**config.mk**
```make
export PLATFORM = sky130hd
export DESIGN_NAME = cordic_seq_flat
export DESIGN_NICKNAME = d
export VERILOG_FILES = /design/src/rtl/cordic_seq_if.sv /design/src/rtl/cordic_seq.sv /design/src/flat_wrapper.sv
export SDC_FILE = /design/constraint.sdc
export NUM_CORES = 1
export LEC_CHECK = 0
export BUFFER_PORTS_ARGS = -buffer_cell sky130_fd_sc_hd__buf_2
export CAP_MARGIN = 20
export CELL_PAD_IN_SITES_DETAIL_PLACEMENT = 0
export CELL_PAD_IN_SITES_GLOBAL_PLACEMENT = 1
export CORE_MARGIN = 2
export CORE_UTILIZATION = 30
export DETAILED_ROUTE_END_ITERATION = 6
export GPL_TIMING_DRIVEN = 1
export PLACE_DENSITY = 0.69
export SYNTH_ARGS = -nofsm -noshare
export SYNTH_HDL_FRONTEND = slang
export SYNTH_SLANG_ARGS = --single-unit
```
**constraint.sdc**
```tcl
create_clock -name clock -period 1.4 [get_ports clock]
set_clock_uncertainty 0.05 [all_clocks]
set_input_delay 0.28 -clock clock [delete_from_list [all_inputs] [get_ports clock]]
set_output_delay 0.28 -clock clock [all_outputs]
set_load 0.05 [all_outputs]
```
**src/rtl/cordic_seq_if.sv**
```systemverilog
// cordic_seq_if: control/status bundle between a CORDIC sequencer and the
// block that drives it.
//   enable  : global clock-enable shared with the datapath
//   start   : operation request
//   abort   : synchronous cancel
//   ready   : sequencer idle
//   busy    : operand load or micro-rotations in progress
//   load    : datapath captures initial x, y, z
//   iter_en : datapath shift/add enable
//   iter    : iteration index / arctangent ROM address
//   done    : completion pulse
interface cordic_seq_if;
  logic       enable;
  logic       start;
  logic       abort;
  logic       ready;
  logic       busy;
  logic       load;
  logic       iter_en;
  logic [3:0] iter;
  logic       done;

  modport master (
    output enable, start, abort,
    input  ready, busy, load, iter_en, iter, done
  );

  modport slave (
    input  enable, start, abort,
    output ready, busy, load, iter_en, iter, done
  );
endinterface

```
**src/rtl/cordic_seq.sv**
```systemverilog
// cordic_seq: sequencing FSM for an iterative CORDIC datapath.
//   clock : rising-edge system clock
//   reset : asynchronous active-low reset
//   bus   : cordic_seq_if.slave (enable/start/abort in; ready, busy, load,
//           iter_en, iter, done out -- all Moore outputs)
//
// state | meaning
// IDLE  | waiting for start, ready=1
// LOAD  | one cycle, datapath captures operands
// ITER  | micro-rotations, iter counts 0..NITER-1
// DONE  | one cycle completion pulse
module cordic_seq #(
  parameter int NITER = 16
) (
  input  logic          clock,
  input  logic          reset,
  cordic_seq_if.slave   bus
);

  typedef enum logic [1:0] {
    S_IDLE = 2'd0,
    S_LOAD = 2'd1,
    S_ITER = 2'd2,
    S_DONE = 2'd3
  } state_t;

  localparam logic [3:0] LAST_ITER = 4'(NITER - 1);

  state_t     r_state;
  state_t     w_state_nxt;
  logic [3:0] r_iter;
  logic [3:0] w_iter_nxt;

  // Everything, including the counter, stalls when enable is low so a held
  // strobe never advances the shared datapath twice.
  always_ff @(posedge clock or negedge reset) begin
    if (!reset) begin
      r_state <= S_IDLE;
      r_iter  <= 4'd0;
    end else if (bus.enable) begin
      r_state <= w_state_nxt;
      r_iter  <= w_iter_nxt;
    end
  end

  always_comb begin
    w_state_nxt = r_state;
    w_iter_nxt  = r_iter;
    case (r_state)
      S_IDLE: begin
        if (bus.start) w_state_nxt = S_LOAD;
      end
      S_LOAD: begin
        w_state_nxt = S_ITER;
        w_iter_nxt  = 4'd0;
      end
      S_ITER: begin
        // The final index is held into DONE, so NITER=16 never wraps to 0.
        if (r_iter == LAST_ITER) begin
          w_state_nxt = S_DONE;
        end else begin
          w_iter_nxt = r_iter + 4'd1;
        end
      end
      S_DONE: begin
        w_state_nxt = S_IDLE;
      end
      default: begin
        w_state_nxt = S_IDLE;
      end
    endcase
    // abort overrides every other transition, including the start in IDLE.
    if (bus.abort) begin
      w_state_nxt = S_IDLE;
      w_iter_nxt  = 4'd0;
    end
  end

  assign bus.ready   = (r_state == S_IDLE);
  assign bus.busy    = (r_state == S_LOAD) || (r_state == S_ITER);
  assign bus.load    = (r_state == S_LOAD);
  assign bus.iter_en = (r_state == S_ITER);
  assign bus.done    = (r_state == S_DONE);
  assign bus.iter    = r_iter;

endmodule
```
**src/flat_wrapper.sv**
```systemverilog
// flat-port wrapper written by rule: the top's interface ports become plain ports
module cordic_seq_flat 
#(
  parameter int NITER = 16
)
  (clock, reset, bus_enable, bus_start, bus_abort, bus_ready, bus_busy, bus_load, bus_iter_en, bus_iter, bus_done);
  cordic_seq_if bus_i ();
  input  logic clock;
  input  logic reset;
  input wire logic [$bits(bus_i.enable)-1:0] bus_enable;
  input wire logic [$bits(bus_i.start)-1:0] bus_start;
  input wire logic [$bits(bus_i.abort)-1:0] bus_abort;
  output wire logic [$bits(bus_i.ready)-1:0] bus_ready;
  output wire logic [$bits(bus_i.busy)-1:0] bus_busy;
  output wire logic [$bits(bus_i.load)-1:0] bus_load;
  output wire logic [$bits(bus_i.iter_en)-1:0] bus_iter_en;
  output wire logic [$bits(bus_i.iter)-1:0] bus_iter;
  output wire logic [$bits(bus_i.done)-1:0] bus_done;
  assign bus_i.enable = bus_enable;
  assign bus_i.start = bus_start;
  assign bus_i.abort = bus_abort;
  assign bus_ready = bus_i.ready;
  assign bus_busy = bus_i.busy;
  assign bus_load = bus_i.load;
  assign bus_iter_en = bus_i.iter_en;
  assign bus_iter = bus_i.iter;
  assign bus_done = bus_i.done;
  cordic_seq #(.NITER(NITER)) u_core (.clock(clock), .reset(reset), .bus(bus_i));
endmodule
```
==> results of run 1 <==
==> critical path, stage by stage (launching register included) <==
cell	delay [ps]
dfrtp_1	370
inv_2	70
ha_4	280
buf_8	140
==> metrics by stage <==
step           setup WS (ps)  setup TNS, ps  instance area (um2)  util (%)
2_1_floorplan          -7.21          -7.21                  449         -
3_3_place_gp            21.3              0                  548      42.1
3_5_place_dp           -20.0          -20.0                  548      42.1
4_1_cts                -57.2           -183                  672      51.6
5_1_grt                -70.0           -413                  698      53.7
6_report               -45.7           -113                  698      53.7
==> layer usage <==
layer  wire, um  track usage [%]  up-vias
met2        531             23.4        9
met5          0                0        -
met1        460             15.6      194
li1           -                -      215
met3         44             4.78        2
met4         10             7.74        0
==> cell families (layout without fill, tap and decap cells) <==
family / Yosys count / count (layout)
compound gates: 14 / 14
flops: 6 / 6
buf+inv: 4 / 28
fa+ha+maj: 6 / 6
mux: 1 / 1
simple gates: 13 / 13
==> placed cells by master (no fill, tap or decap), types with 2 or more instances in the layout <==
master / n
o21ai_0: 2
dfrtp_1: 3
nor2_1: 2
buf_4: 5
a21oi_2: 2
nand3_1: 2
clkbuf_4: 3
ha_4: 2
inv_1: 2
dfrtp_2: 3
buf_6: 5
buf_2: 8
ha_2: 3
nand2b_1: 3
inv_2: 2
==> area by class of cell <==
| class | count | share of cell area [%] |
|---|---|---|
| multi-input cells | 34 | 46.6 |
| repair buffers | 20 | 22.8 |
| flip-flops and latches | 6 | 22.0 |
| clock buffers | 4 | 3.76 |
| well taps | 15 | 2.69 |
| inverters | 4 | 2.15 |
==> flip-flops by register name (all words and copies together), names as in the netlist <==
signal,flops
u_core.bus.iter,4
u_core.r_state,2
==> path summary, 6_finish.rpt <==
| kind | start | to | slack, ps | depth (start not counted) |
|---|---|---|---|---|
| min in group asynchronous | reset | u_core.r_state[0] | 330 | 2 |
| worst max register to register | u_core.r_state[0] | u_core.bus.iter[2] | 0 | 6 |
| worst max-delay path | u_core.r_state[0] | bus_busy | -50 | 3 |
| worst min register to register | u_core.bus.iter[0] | u_core.bus.iter[0] | 480 | 1 |
| max in group asynchronous | reset | u_core.bus.iter[2] | 800 | 2 |
| worst min-delay path | bus_enable | u_core.r_state[1] | 320 | 3 |
==> what timing repair did <==
item / CTS / global route
setup buffers: 4 / 0
pin swaps: 1 / 1
gates resized for setup: 18 / 6
hold buffers: 1 / 0
endpoints found under the hold margin: 6 / 0
setup endpoints to repair: 8 / 10
==> synthesized netlist by cell type, types with 2 or more instances <==
cell      n  area [um2]
nor2_1    2        7.51
inv_1     3        11.3
ha_1      6        75.1
nand3_1   3        15.0
dfrtp_1   6         150
o21ai_0   2        10.0
nand2b_1  3        18.8
a21oi_1   3        15.0
==> report_power, final <==
part	switching (mW)	leakage (nW)	total, mW	internal, mW
Combinational	0.551	0.207	0.977	0.426
Sequential	0.0314	0.0770	0.238	0.207
Clock	0.0734	0.0150	0.182	0.109
Total	0.656	0.299	1.40	0.741
==> impl_metrics.json, run 1 <==
{
  "rows": 13,
  "grt_pass1_wl_um": 1850,
  "status": "finished, violations left",
  "grt_pass1_vias": 432,
  "setup_viol_count_final": 5,
  "vias": 420,
  "root_buffer": "clkbuf_4",
  "ys_types": 24,
  "path_clk_slew_ps": 60,
  "synth_edf_count": 0,
  "grt_max_degree": 9,
  "avgSynthCellArea_um2": 9.55,
  "synth_compound_area_share_pct": 22.9,
  "muxShareOfSynthArea_pct": 2.38,
  "cts_sinks": 6,
  "area_delta_synth_final_pct": 66.1,
  "synth-xor-area-share_pct": 0,
  "drv_cap": 0,
  "ys_warn_count": 0,
  "ys_ff_latch": 6,
  "syn-num-nets": 55,
  "ys.flop_type": "dfrtp_1",
  "critPathRequiredTime_ps": 1070,
  "finalNonFillerCells": 83,
  "relSlewSlack_pct": 83.4,
  "start_kind": "flip-flop",
  "fillers": 121,
  "hold_ws_ps": 323,
  "clockBufferDepth": 2,
  "wl_um": 1050,
  "gp_congestion": 0.841,
  "cp-end-kind": "output pin",
  "slew_violations": 0,
  "failed_checks": "setup timing",
  "pin_count": 14,
  "insertion_delay_ps": 250,
  "rsz0062_at_grt": "true",
  "regArea_um2": 154,
  "drcViolationCount": 0,
  "dp.cells": 74,
  "fp.coreArea_mm2": 0.00130,
  "cts_buffers": 3,
  "avgViaCountPerCell": 5.06,
  "hold_viol": 0,
  "htreeDepth": 1,
  "syn-cell-area_um2": 420,
  "grt_use_total_pct": 14.1,
  "synth_cells": 44,
  "layout_setup_ws_ps": -45.7,
  "grt-ovfl-total": 0,
  "path_max_fanout": 3,
  "synth_async_sr_flop_share_pct": 100,
  "synth_adder_area_share_pct": 17.9,
  "hpwl_um": 742,
  "critPathKind": "reg -> out",
  "die_w_um": 41.4,
  "hold_class": "in -> reg",
  "multiInputGateArea_um2": 325,
  "synth_top_family_by_area": "compound AO/OA/AOI/OAI gates",
  "dieArea_mm2": 0.00172,
  "period_share_pct": 103,
  "drtPass1Iterations": 4,
  "first_iter_violations": 9,
  "io_buffers": 13,
  "synthSimpleGateAreaFrac_pct": 17.6,
  "ys_seq_area_share_pct": 35.7,
  "postRouteAntennaNets": 0,
  "grt_antenna_before_repair": 0,
  "worst_ep_arrival_time_ps": 1120,
  "p_leak_nw": 0.299,
  "worst_pin_slew_ps": 251,
  "drive_above_1_share_pct": 58.8,
  "die_h_um": 41.4,
  "diodes": 0,
  "p_total_mw": 1.40,
  "num-nets-final": 80,
  "post-route-min-period_ps": 1450,
  "p_per_area_mw_per_mm2": 2000,
  "max_clock_freq_ghz": 0.692,
  "initial_core_util_pct": 32.3,
  "tritoncts": "yes",
  "wire_per_inst_um": 12.6,
  "ir_drop_v": 0.00119
}
(Power assumes the default switching activity.)
==> run 2: changes to the inputs <==
--- a/config.mk
+++ b/config.mk
@@ -13,7 +13,7 @@
 export CORE_UTILIZATION = 30
 export DETAILED_ROUTE_END_ITERATION = 6
 export GPL_TIMING_DRIVEN = 1
-export PLACE_DENSITY = 0.69
+export PLACE_DENSITY_LB_ADDON = 0.1
 export SYNTH_ARGS = -nofsm -noshare
 export SYNTH_HDL_FRONTEND = slang
 export SYNTH_SLANG_ARGS = --single-unit
==> run 2 against run 1 <==
- the flow still finishes with violations (setup timing)
- first-iteration DRC count decreased by 67%
- worst hold slack improved by 16 ps
- clock-buffer cell count unchanged
- core utilization increased by 5.9 points
- die area unchanged
- power increased by 12%
- critical path depth unchanged
- critical path type unchanged
- largest power group unchanged
==> impl_metrics.json, run 2 (same netlist as run 1, synthesis figures left out) <==
{
  "vias": 427,
  "failed_checks": "setup timing",
  "grt_max_degree": 9,
  "grt_pass1_wl_um": 2010,
  "cts_sinks": 6,
  "cp_cell_sequence": "inv_2 -> ha_4 -> buf_8",
  "worst_ep_arrival_time_ps": 1120,
  "hpwl_um": 804,
  "area_delta_synth_final_pct": 84.2,
  "grt_use_total_pct": 15.6,
  "insertion_delay_ps": 250,
  "hold_viol": 0,
  "critPathRequiredTime_ps": 1070,
  "num-nets-final": 82,
  "multiInputGateArea_um2": 368,
  "drtPass1Iterations": 2,
  "wire_per_inst_um": 14.0,
  "drive_above_1_share_pct": 62.9,
  "tns_ps": -189,
  "htreeDepth": 1,
  "p_int_mw": 0.847,
  "grt_antenna_before_repair": 0,
  "seq_power_share_pct": 15.2,
  "regArea_um2": 154,
  "fp.coreArea_mm2": 0.00130,
  "rsz0062_at_grt": "true",
  "ir_drop_v": 0.000725,
  "avgViaCountPerCell": 5.02,
  "postRouteAntennaNets": 0,
  "pin_count": 14,
  "crit_path_max_incr_delay_ps": 370,
  "period_share_pct": 104,
  "crit_slowest_cell": "dfrtp_1",
  "final_area_um2": 774,
  "final_cell_mix": "buf_2 (8), ha_4 (5), buf_4 (5)",
  "grt-ovfl-total": 0,
  "rows": 13,
  "clockBufferDepth": 2,
  "max_clock_freq_ghz": 0.688,
  "p_leak_nw": 0.318,
  "fin_util_pct": 59.5,
  "relSlewSlack_pct": 83.5,
  "path_max_fanout": 3,
  "root_buffer": "clkbuf_4",
  "finalNonFillerCells": 85,
  "diodes": 0,
  "post-route-min-period_ps": 1450,
  "initial_core_util_pct": 32.3,
  "io_buffers": 13,
  "first_iter_violations": 3,
  "cp-end-kind": "output pin",
  "largest_reg_flops": 4,
  "gp_congestion": 0.707,
  "status": "finished, violations left",
  "swShare_pct": 46.0,
  "r2r_slack_ps": -40,
  "slew_violations": 0,
  "placed_cell_area_um2": 548,
  "cts_buffers": 3,
  "dp.cells": 74,
  "path_clk_slew_ps": 50,
  "layout_commonest_cell": "buf_2",
  "setup_viol_count_final": 6,
  "p_clk_share_pct": 11.7,
  "p_per_area_mw_per_mm2": 2030,
  "hold_class": "in -> reg",
  "comb_power_share_pct": 73.1,
  "drv_cap": 0,
  "p_sw_mw": 0.723,
  "wl_um": 1190,
  "die_w_um": 41.4,
  "layout_setup_ws_ps": -53.6,
  "start_kind": "flip-flop",
  "dieArea_mm2": 0.00172,
  "critPathKind": "reg -> out",
  "drcViolationCount": 0,
  "die_h_um": 41.4,
  "worst_pin_slew_ps": 249,
  "fillers": 118,
  "grt_pass1_vias": 456,
  "tritoncts": "yes"
}
run 2: area by class of cell:
cell class                 instances  area share, %
sequential                         6           19.9
clock buffer                       4           3.39
inverter                           4           1.94
tap                               15           2.42
multi-input combinational         34           47.5
timing repair buffer              22           24.9
run 2: routing by layer:
metal | vias to the layer above | routed length, um | global-route usage (%)
met4 | 0 | 12 | 9.68
li1 | 212 | - | -
met2 | 13 | 660 | 29.4
met3 | 2 | 46 | 2.61
met1 | 200 | 471 | 15.5
met5 | - | 0 | 0
run 2: final timing paths:
kind / start / to / cells after the start
worst min-delay path: bus_enable / u_core.r_state[1] / 3
min in group asynchronous: reset / u_core.bus.iter[0] / 2
worst max-delay path: u_core.r_state[1] / bus_busy / 3
max in group asynchronous: reset / u_core.bus.iter[2] / 2
worst max register to register: u_core.r_state[0] / u_core.r_state[0] / 6
worst min register to register: u_core.bus.iter[0] / u_core.bus.iter[0] / 1
run 2: worst max-delay path: cells and delay by family (launching register included):
kind | cells | cell delay (ps)
fa+ha+maj | 1 | 290
buf+inv | 2 | 210
flops | 1 | 370
run 2: power groups by stage:
| stage | sequential [mW] | clock, mW | combinational [mW] |
|---|---|---|---|
| after detailed placement | 0.244 | 0 | 0.701 |
| after global routing | 0.241 | 0.206 | 1.22 |
| final | 0.239 | 0.183 | 1.15 |
| after CTS | 0.239 | 0.194 | 1.09 |
| after floorplan | 0.274 | 0 | 0.574 |
| after global placement | 0.241 | 0 | 0.684 |
run 2: repair_timing:
item / 4_1_cts / 5_1_grt
buffers inserted: 6 / 0
hold endpoints to repair: 6 / 0
resized for setup: 29 / 7
hold buffers: 1 / 0
setup endpoints to repair: 6 / 10
pin swaps: 3 / 3
run 2: metrics by stage:
| step | power (mW) | hold slack (ps) | setup WS, ps |
|---|---|---|---|
| detailed placement | 0.945 | 61.1 | -7.55 |
| finish | 1.57 | 340 | -53.6 |
| global placement | 0.925 | 57.3 | 25.9 |
| CTS | 1.52 | 316 | -60.8 |
| global route | 1.67 | 338 | -94.8 |
| floorplan | 0.848 | -65.6 | -7.21 |
==> run 3: changes to the inputs <==
--- a/config.mk
+++ b/config.mk
@@ -9,11 +9,12 @@
 export CAP_MARGIN = 20
 export CELL_PAD_IN_SITES_DETAIL_PLACEMENT = 0
 export CELL_PAD_IN_SITES_GLOBAL_PLACEMENT = 1
-export CORE_MARGIN = 2
 export CORE_UTILIZATION = 30
 export DETAILED_ROUTE_END_ITERATION = 6
 export GPL_TIMING_DRIVEN = 1
 export PLACE_DENSITY_LB_ADDON = 0.1
+export RECOVER_POWER = 100
+export SLEW_MARGIN = 15
 export SYNTH_ARGS = -nofsm -noshare
 export SYNTH_HDL_FRONTEND = slang
 export SYNTH_SLANG_ARGS = --single-unit
==> run 3 against run 2 <==
- the run still ends with setup timing left
- power fell by 9.7%
- design area down 10%
- wire length down 16%
- clock power hardly changed
- critical path type unchanged
- critical endpoint is now bus_done
==> impl_metrics.json, run 3 (same netlist as run 1, synthesis figures left out) <==
{
  "p_per_area_mw_per_mm2": 2040,
  "slew_violations": 0,
  "grt_pass1_vias": 392,
  "cp_cell_sequence": "buf_4 -> ha_1 -> buf_6",
  "post-route-min-period_ps": 1460,
  "worst_ep_arrival_time_ps": 1130,
  "grt_use_total_pct": 16.0,
  "crit_path_max_incr_delay_ps": 380,
  "crit_slowest_cell": "dfrtp_1",
  "die_w_um": 39.4,
  "fp.coreArea_mm2": 0.00130,
  "grt_pass1_wl_um": 1590,
  "layout_setup_ws_ps": -59.0,
  "wl_um": 1010,
  "setup_viol_count_final": 4,
  "crit_buf_inv": 2,
  "hpwl_um": 752,
  "initial_core_util_pct": 32.3,
  "num-nets-final": 78,
  "cp_top_family": "flip-flops",
  "ir_drop_v": 0.00108,
  "drive_above_1_share_pct": 50.0,
  "path_max_fanout": 3,
  "relSlewSlack_pct": 78.7,
  "diodes": 0,
  "status": "finished, violations left",
  "drtPass1Iterations": 2,
  "critPathRequiredTime_ps": 1070,
  "largest_reg_flops": 4,
  "grt_antenna_before_repair": 0,
  "hold_class": "in -> reg",
  "wire_per_inst_um": 12.4,
  "tritoncts": "yes",
  "pin_count": 14,
  "drv_cap": 0,
  "placed_cell_area_um2": 548,
  "finalNonFillerCells": 81,
  "hold_viol": 0,
  "vias": 416,
  "die_h_um": 39.4,
  "rsz0062_at_grt": "true",
  "cts_sinks": 6,
  "period_share_pct": 104,
  "rows": 13,
  "worst_pin_slew_ps": 319,
  "grt-ovfl-total": 0,
  "path_clk_slew_ps": 50,
  "avgViaCountPerCell": 5.14,
  "max_clock_freq_ghz": 0.685,
  "postRouteAntennaNets": 0,
  "io_buffers": 13,
  "htreeDepth": 1,
  "final_area_um2": 696,
  "insertion_delay_ps": 250,
  "cp-end-kind": "output pin",
  "dieArea_mm2": 0.00156,
  "gp_congestion": 0.718,
  "first_iter_violations": 2,
  "start_kind": "flip-flop",
  "final_cell_mix": "ha_4 (4), clkbuf_2 (4), buf_8 (4)",
  "cts_buffers": 3,
  "critPathKind": "reg -> out",
  "drcViolationCount": 0,
  "failed_checks": "setup timing",
  "dp.cells": 74,
  "tns_ps": -155,
  "root_buffer": "clkbuf_4",
  "area_delta_synth_final_pct": 65.5,
  "p_leak_nw": 0.290,
  "clockBufferDepth": 2,
  "grt_max_degree": 9
}
run 3: final timing paths:
kind	startpoint	to	slack, ps	cells after the start
max in group asynchronous	reset	u_core.bus.iter[2]	660	2
setup / recovery	u_core.r_state[1]	bus_done	-60	3
hold reg to reg	u_core.bus.iter[0]	u_core.bus.iter[0]	490	1
setup reg to reg	u_core.r_state[0]	u_core.r_state[0]	50	5
hold / removal	bus_enable	u_core.r_state[0]	310	3
min in group asynchronous	reset	u_core.r_state[1]	370	2
run 3: report_power, final:
part	internal (mW)	leakage (nW)	switching (mW)	total [mW]
Clock	0.109	0.0150	0.0745	0.183
Sequential	0.207	0.0770	0.0301	0.237
Combinational	0.444	0.198	0.554	0.998
Total	0.760	0.290	0.659	1.42
run 3: timing repair:
action / 4_1_cts / 5_1_grt
endpoints found under the hold margin: 6 / 0
resized for setup: 19 / 6
hold buffers: 1 / 0
endpoints found under the setup margin: 6 / 9
setup buffers: 1 / 1
run 3: layer usage:
metal	vias to the layer above	global-route usage, %	wire [um]
li1	204	-	-
met1	198	16.0	385
met2	12	30.3	558
met3	2	1.70	41
met4	0	10.3	20
met5	-	0	0
run 3: cell type report:
| class | count | area, um2 |
|---|---|---|
| repair buffers | 18 | 158 |
| flip-flops and latches | 6 | 154 |
| inverters | 4 | 15.0 |
| clock buffers | 4 | 26.3 |
| fillers | 121 | 606 |
| well taps | 15 | 18.8 |
| multi-input cells | 34 | 324 |
run 3: metrics by stage:
step | hold slack (ps) | util (%) | total power, mW | worst slack, ps
2_1_floorplan | -65.6 | - | 0.848 | -7.21
3_3_place_gp | 57.5 | 42.1 | 0.924 | 26.8
3_5_place_dp | 58.7 | 42.1 | 0.936 | -28.1
4_1_cts | 321 | 50.6 | 1.35 | -62.2
5_1_grt | 336 | 53.5 | 1.50 | -107
6_report | 313 | 53.5 | 1.42 | -59.0
run 3: worst reg2reg max path: cells and delay by family, from the launching register on:
kind | cells | cell delay, ps
adders and majority gates | 1 | 180
buffers and inverters | 1 | 100
AOI/OAI and AO/OA | 2 | 320
and+or+nand+nor | 1 | 200
DFF | 1 | 390
